$ cat src/rtl/booth_operand_loader_pkg.sv
// Shared definitions for the Booth operand path: default widths and the phase
// encodings seen by the Booth core and the display logic.
package booth_operand_loader_pkg;

  localparam int W_DEF          = 4;
  localparam int DROP_CNT_W_DEF = 4;

  localparam logic [1:0] PH_WAIT_A    = 2'd0;
  localparam logic [1:0] PH_WAIT_B    = 2'd1;
  localparam logic [1:0] PH_ISSUE     = 2'd2;
  localparam logic [1:0] PH_WAIT_DONE = 2'd3;

  typedef enum logic [1:0] {
    ST_WAIT_A    = PH_WAIT_A,
    ST_WAIT_B    = PH_WAIT_B,
    ST_ISSUE     = PH_ISSUE,
    ST_WAIT_DONE = PH_WAIT_DONE
  } state_e;

endpackage

$ cat src/rtl/booth_operand_loader_edge_rise.sv
// Registered rising-edge detector: one history flop, rise = d & ~d_q.
module edge_rise (
  input  logic clk,
  input  logic rst,
  input  logic d,
  output logic rise
);

  logic d_q;
  logic d_d;

  always_comb begin
    d_d = d;
  end

  always_ff @(posedge clk) begin
    if (rst) begin
      d_q <= 1'b0;
    end else begin
      d_q <= d_d;
    end
  end

  assign rise = d & ~d_q;

endmodule

$ cat src/rtl/booth_operand_loader.sv
// Captures two pushbutton entries as Booth operands A and B, offers them to the
// core over valid/ready and holds off new entries until the core signals done.
module booth_operand_loader
  import booth_operand_loader_pkg::*;
#(
  parameter int W          = W_DEF,
  parameter int DROP_CNT_W = DROP_CNT_W_DEF
) (
  input  logic                  CLK,
  input  logic                  rst,
  input  logic [W-1:0]          count,
  input  logic                  valid,
  input  logic                  op_ready,
  input  logic                  done,
  output logic                  op_valid,
  output logic [W-1:0]          op_a,
  output logic [W-1:0]          op_b,
  output logic                  busy,
  output logic [1:0]            phase,
  output logic [DROP_CNT_W-1:0] dropped
);

  state_e                state_q, state_d;
  logic [W-1:0]          op_a_q, op_a_d;
  logic [W-1:0]          op_b_q, op_b_d;
  logic                  op_valid_q, op_valid_d;
  logic                  busy_q, busy_d;
  logic [DROP_CNT_W-1:0] dropped_q, dropped_d;
  logic                  entry_evt;

  edge_rise u_valid_rise (
    .clk  (CLK),
    .rst  (rst),
    .d    (valid),
    .rise (entry_evt)
  );

  always_comb begin
    state_d   = state_q;
    op_a_d    = op_a_q;
    op_b_d    = op_b_q;
    dropped_d = dropped_q;
    case (state_q)
      ST_WAIT_A: begin
        if (entry_evt) begin
          op_a_d  = count;
          state_d = ST_WAIT_B;
        end
      end
      ST_WAIT_B: begin
        if (entry_evt) begin
          op_b_d  = count;
          state_d = ST_ISSUE;
        end
      end
      ST_ISSUE: begin
        if (op_valid_q && op_ready) begin
          state_d = ST_WAIT_DONE;
        end
      end
      ST_WAIT_DONE: begin
        if (done) begin
          state_d = ST_WAIT_A;
        end
      end
      default: state_d = ST_WAIT_A;
    endcase
    // Entries arriving while an operand pair is in flight are counted, never captured.
    if (entry_evt && (state_q == ST_ISSUE || state_q == ST_WAIT_DONE) && !(&dropped_q)) begin
      dropped_d = dropped_q + DROP_CNT_W'(1);
    end
    op_valid_d = (state_d == ST_ISSUE);
    busy_d     = (state_d == ST_WAIT_DONE);
  end

  always_ff @(posedge CLK) begin
    if (rst) begin
      state_q    <= ST_WAIT_A;
      op_a_q     <= '0;
      op_b_q     <= '0;
      op_valid_q <= 1'b0;
      busy_q     <= 1'b0;
      dropped_q  <= '0;
    end else begin
      state_q    <= state_d;
      op_a_q     <= op_a_d;
      op_b_q     <= op_b_d;
      op_valid_q <= op_valid_d;
      busy_q     <= busy_d;
      dropped_q  <= dropped_d;
    end
  end

  assign op_valid = op_valid_q;
  assign op_a     = op_a_q;
  assign op_b     = op_b_q;
  assign busy     = busy_q;
  assign phase    = state_q;
  assign dropped  = dropped_q;

endmodule
$ cat config.mk
export PLATFORM = sky130hd
export DESIGN_NAME = booth_operand_loader
export DESIGN_NICKNAME = d
export VERILOG_FILES = /design/src/rtl/booth_operand_loader_pkg.sv /design/src/rtl/booth_operand_loader_edge_rise.sv /design/src/rtl/booth_operand_loader.sv
export SDC_FILE = /design/constraint.sdc
export NUM_CORES = 1
export LEC_CHECK = 0
export CAP_MARGIN = 15
export CORE_MARGIN = 1
export CORE_UTILIZATION = 30
export DETAILED_ROUTE_END_ITERATION = 8
export PLACE_DENSITY_LB_ADDON = 0.08
export SKIP_CTS_REPAIR_TIMING = 1
export SLEW_MARGIN = 25
export SYNTH_ARGS = -nofsm -noshare
export SYNTH_HDL_FRONTEND = slang
export SYNTH_SLANG_ARGS = --single-unit
$ cat constraint.sdc
create_clock -name CLK -period 1.85 [get_ports CLK]
set_clock_uncertainty 0.2 [all_clocks]
set_input_delay 0.37 -clock CLK [delete_from_list [all_inputs] [get_ports CLK]]
set_output_delay 0.37 -clock CLK [all_outputs]
set_load 0.02 [all_outputs]
# After elaboration in Yosys (flattened, before gate mapping)
# Cells that the tools add are included.
[classes]
n_addsub = 1
eq_ne = 5
n_mux = 5
bitwise_logic = 2
reduce_logical = 9
[ops]
columns = ["operator", "count"]
rows = [
  ["$eq A2 B2 Y1 const B", 4],
  ["$mux W2", 4],
  ["$pmux W2 S4", 1],
  ["$add A4 B1 Y4 const B", 1],
  ["$reduce_and A2 Y1", 2],
  ["$reduce_and A4 Y1", 1],
  ["$logic_and A1 B1 Y1", 3],
  ["$eq A2 B1 Y1 const B", 1],
  ["$logic_not A2 Y1", 1],
  ["$and A1 B1 Y1", 1],
  ["$logic_not A1 Y1", 1],
  ["$logic_or A1 B1 Y1", 1],
  ["$not A1 Y1", 1],
]
[word_totals]
regBits = 17
inputBits = 9
out_inout_bits = 16
elab_cells = 29

# Longest topological paths before layout
[depth]
word_depth = 5
depth_mapped = 5
ltp_nobuf = 4

# Modules after synthesis
# From an unflattened synthesis, not the netlist that was laid out.
[hier_totals]
cells_unflattened = 63
area_unflattened_um2 = 699.4
[modules_own_cells]
columns = ["module", "instances", "cells_each", "area_per_inst_um2", "seq_area_each_um2"]
rows = [
  ["booth_operand_loader", 1, 60, 651.9, 320.3],
  ["edge_rise", 1, 3, 47.5, 20.0],
]

# Worst setup path after synthesis
# Ideal clock, no wire load.
[synth_timing]
path_kind = "reg-to-reg"
start = "register state_q[1] (netlist: phase[1])"
end = "register dropped_q[0] (netlist: dropped[0])"
setup_time_ns = 0.121
arrival_ns = 1.271
required_ns = 1.529
slack_ns = 0.258
stages_incl_launch_ff = 5
path_buffers = 1
synth_period_minus_slack_ns = 1.592
path_cell_list = "dfxtp_1 -> buf_6 -> nand3b_1 -> a31oi_1 -> mux2_2"
[synth_via]
elab_chain_cells = 4
elab_cells_between_ends = 5
classes_between = "eq/ne: 2; reduce/logical: 3"
[synth_lines]
columns = ["element", "line_no", "text"]
rows = [
  ["from (decl)", "booth_operand_loader.sv:23", "state_e state_q, state_d;"],
  ["from (signal assigned)", "booth_operand_loader.sv:85", "state_q <= state_d;"],
  ["$eq A2 B2 Y1", "booth_operand_loader.sv:69", "if (entry_evt && (state_q == ST_ISSUE || state_q == ST_WAIT_DONE) && !(&dropped_q)) begin"],
  ["$logic_or A1 B1 Y1 *", "booth_operand_loader.sv:69", ""],
  ["$logic_and A1 B1 Y1 * (2 in a row)", "booth_operand_loader.sv:69", ""],
  ["to (signal assigned)", "booth_operand_loader.sv:90", "dropped_q <= dropped_d;"],
  ["to (decl)", "booth_operand_loader.sv:28", "logic [DROP_CNT_W-1:0] dropped_q, dropped_d;"],
]
# Every way passes the cells marked *; elsewhere a longest branch is shown, timed or not.
# A chain may end at the register's enable or synchronous reset.

# Final worst setup path
[layout_timing]
start = "register op_a_q[3] (netlist: op_a[3])"
end = "output op_a[3]"
[layout_lines]
columns = ["element", "line_no", "text"]
rows = [
  ["from (decl)", "booth_operand_loader.sv:24", "logic [W-1:0] op_a_q, op_a_d;"],
  ["from (signal assigned)", "booth_operand_loader.sv:86", "op_a_q <= op_a_d;"],
  ["to (decl)", "booth_operand_loader.sv:16", "output logic [W-1:0] op_a,"],
]
# No word-level cell between the ends.

==> reports/summary.txt <==
status: finished clean
dpl cell area: 1016 µm²
gp weighted congestion: 0.6844
max-cap viol count: 0
Syn Std Cell Area: 711.9 µm²
Final setup viols: 0
syn_nets: 81
# rows: 17
startpoint types: register
first-pass GRT wire length: 2.318 mm
average size of a mapped cell: 10.03 µm²
minimum clock period after layout: 1.785 ns
asr flop ratio synth: 0%
largest stage delay on the critical path: 0.61 ns
Synth Flop Type: dfxtp_1
vias per inst: 4.531
total die area: 2572 µm²
max-slew violation count: 0
antenna viol nets, final: 0
GR Overflow Total: 0
Initial Util: 31.88%
HPWL Detailed: 1.118 mm
TritonCTS Buffers: 3
Routed WL: 1.427 mm
Worst slew margin: 80.63%
CTS Buffer Depth: 2
die height: 50.72 µm
core area: 2233 µm²
Buffers on Ports: 24
PwrDens: 693.8 nW/µm²
HP Class: register to register
vias: 589
crit-path max FO: 2
Ant. Diodes: 0
share of cells above drive strength 1: 14.71%
I/O pin total: 25
Seq/Total Area, Yosys: 47.80%
Residual DRC: 0
Commonest cells post-synth: 17 x dfxtp_1, 14 x nor2_1, 9 x mux2i_1
Synth warnings: 0
clock sinks: 17
clk root buf: clkbuf_4
leakage power: 0.5403 nW
starting DRC count in detailed routing: 5
Fmax achieved: 560.3 MHz
share of the synthesized area in the top cell type: 47.80%
Peak VDD IR: 0.4350 mV
Syn Inst Count: 71
count of cell types in the netlist: 22
Top delay family on crit path: buffers and inverters
DIE WIDTH: 50.72 µm
Post-Layout Inst Area: 1062 µm²
flop and latch count out of synthesis: 17
vias in the first global route: 560
largest cells by area after synthesis: dfxtp_1 48%, mux2i_1 13%, nor2_1 7.4%, nor4b_4 3.3%, mux2_2 3.2%
Crit Path Class: register to primary output
H-tree depth: 1
CP cell instances: clkdlybuf4s50_1
Hold WS: 0.2962 ns
top-count cell post-synth: dfxtp_1
Worst Path Buf+Inv: 1
CTS tree: built
WL/cell: 10.98 µm
Final Hold Fails: 0
Slowest cell on crit path: clkdlybuf4s50_1
Design Power: 0.7370 mW
number of flops mapped to enable cells by yosys: 0
RSZ-0062 raised after global routing: no
fin crit share: 96.47%
clock-pin transition on the worst setup and hold timing paths: 0.09 ns
Syn-to-layout area delta: 49.21%
Req. time, crit path: 1.28 ns
GR Util met1: 14.44%
Nets: 113
leading area contributor after synthesis: dfxtp_1
largest net degree at the start of global routing: 10
Crit path arrival time: 1.21 ns
clk_lat worst skew: 0.27 ns
antenna violations before repair: 0
Initial DRT Pass Iterations: 3
met2 Use GR: 20.00%
Total Routing Usage GR: 12.05%
GR peak layer: met2
CP Capture Type: primary output
worst slew pin tran: 0.2870 ns
met3 Use GR: 3.939%
[flip-flops by register name, indices dropped and copies added (netlist names)]
signal and flops:
busy 1, dropped 4, op_a 4, op_b 4, op_valid 1, phase 2, u_valid_rise.d_q 1
[stage by stage]
| step | worst slack (ns) | utilization, % | setup TNS, ns | instances |
|---|---|---|---|---|
| finish | 0.06536 | 47.56 | 0 | 130 |
| global route | 0.005324 | 47.56 | 0 | 130 |
| CTS | -0.1123 | 46.67 | -0.2496 | 130 |
| detailed placement | -0.04716 | 45.49 | -0.08870 | 126 |
| global placement | -0.03065 | 45.49 | -0.03523 | 126 |
| floorplan | 0.2584 | - | 0 | 71 |
[final cells by class]
type                       instances  area (µm²)
fill                             232        1171
multi-input combinational         47       336.6
sequential                        17       340.3
clock buffer                       4       26.28
tap                               28       35.03
inverter                           3       11.26
timing repair buffer              31       312.8
[power breakdown]
| group | switching (mW) | internal [mW] |
|---|---|---|
| sequential | 0.0131 | 0.384 |
| clock | 0.102 | 0.0834 |
| combinational | 0.0706 | 0.0846 |
| total | 0.185 | 0.552 |
[layer usage]
metal	up-vias	routed length, µm
met5	-	0
met4	0	14
met3	2	76
met2	12	671
met1	270	665
li1	305	-
[worst min-delay path, cell delays in order, from the launching register on]
cell and delay (ns):
dfxtp_1 0.33, mux2i_1 0.06, nor2_1 0.07
[path summary, 6_finish.rpt]
path / from / end / slack [ns] / cells past startpoint
hold / removal: op_a[2] / op_a[2] / 0.30 / 2
setup reg to reg: phase[1] / op_a[1] / 0.37 / 5
setup / recovery: op_a[3] / op_a[3] / 0.07 / 1
hold reg to reg: op_a[2] / op_a[2] / 0.30 / 2
[cell usage in the layout (no fill, tap or decap)]
cell type / synthesis / final
nor2b_1: 3 / 3
clkbuf_1: 2 / 1
nor4b_4: 1 / 1
mux2i_1: 9 / 9
mux2_2: 2 / 2
o2bb2ai_1: 1 / 1
o311ai_0: 1 / 1
nand2_1: 5 / 5
xnor2_1: 1 / 1
a41o_1: 1 / 1
nor2_1: 14 / 14
and4_2: 1 / 1
dlymetal6s2s_1: 0 / 8
ha_1: 1 / 1
dfxtp_1: 17 / 17
a31oi_1: 2 / 2
o41ai_1: 1 / 1
clkbuf_4: 0 / 3
clkdlybuf4s50_1: 0 / 16
buf_4: 0 / 7
inv_1: 3 / 3
and4bb_2: 1 / 1
a21oi_1: 2 / 2
nand3b_1: 1 / 1
[cells by family after synthesis]
kind of cell | synth area share (%)
and+or+nand+nor | 20.21
adders and majority gates | 1.757
DFF | 47.80
AOI/OAI and AO/OA | 8.261
buffers and inverters | 4.920
xor gates and xnor gates | 1.230
muxes | 15.82
No activity file was read; power rests on OpenSTA's default activity.
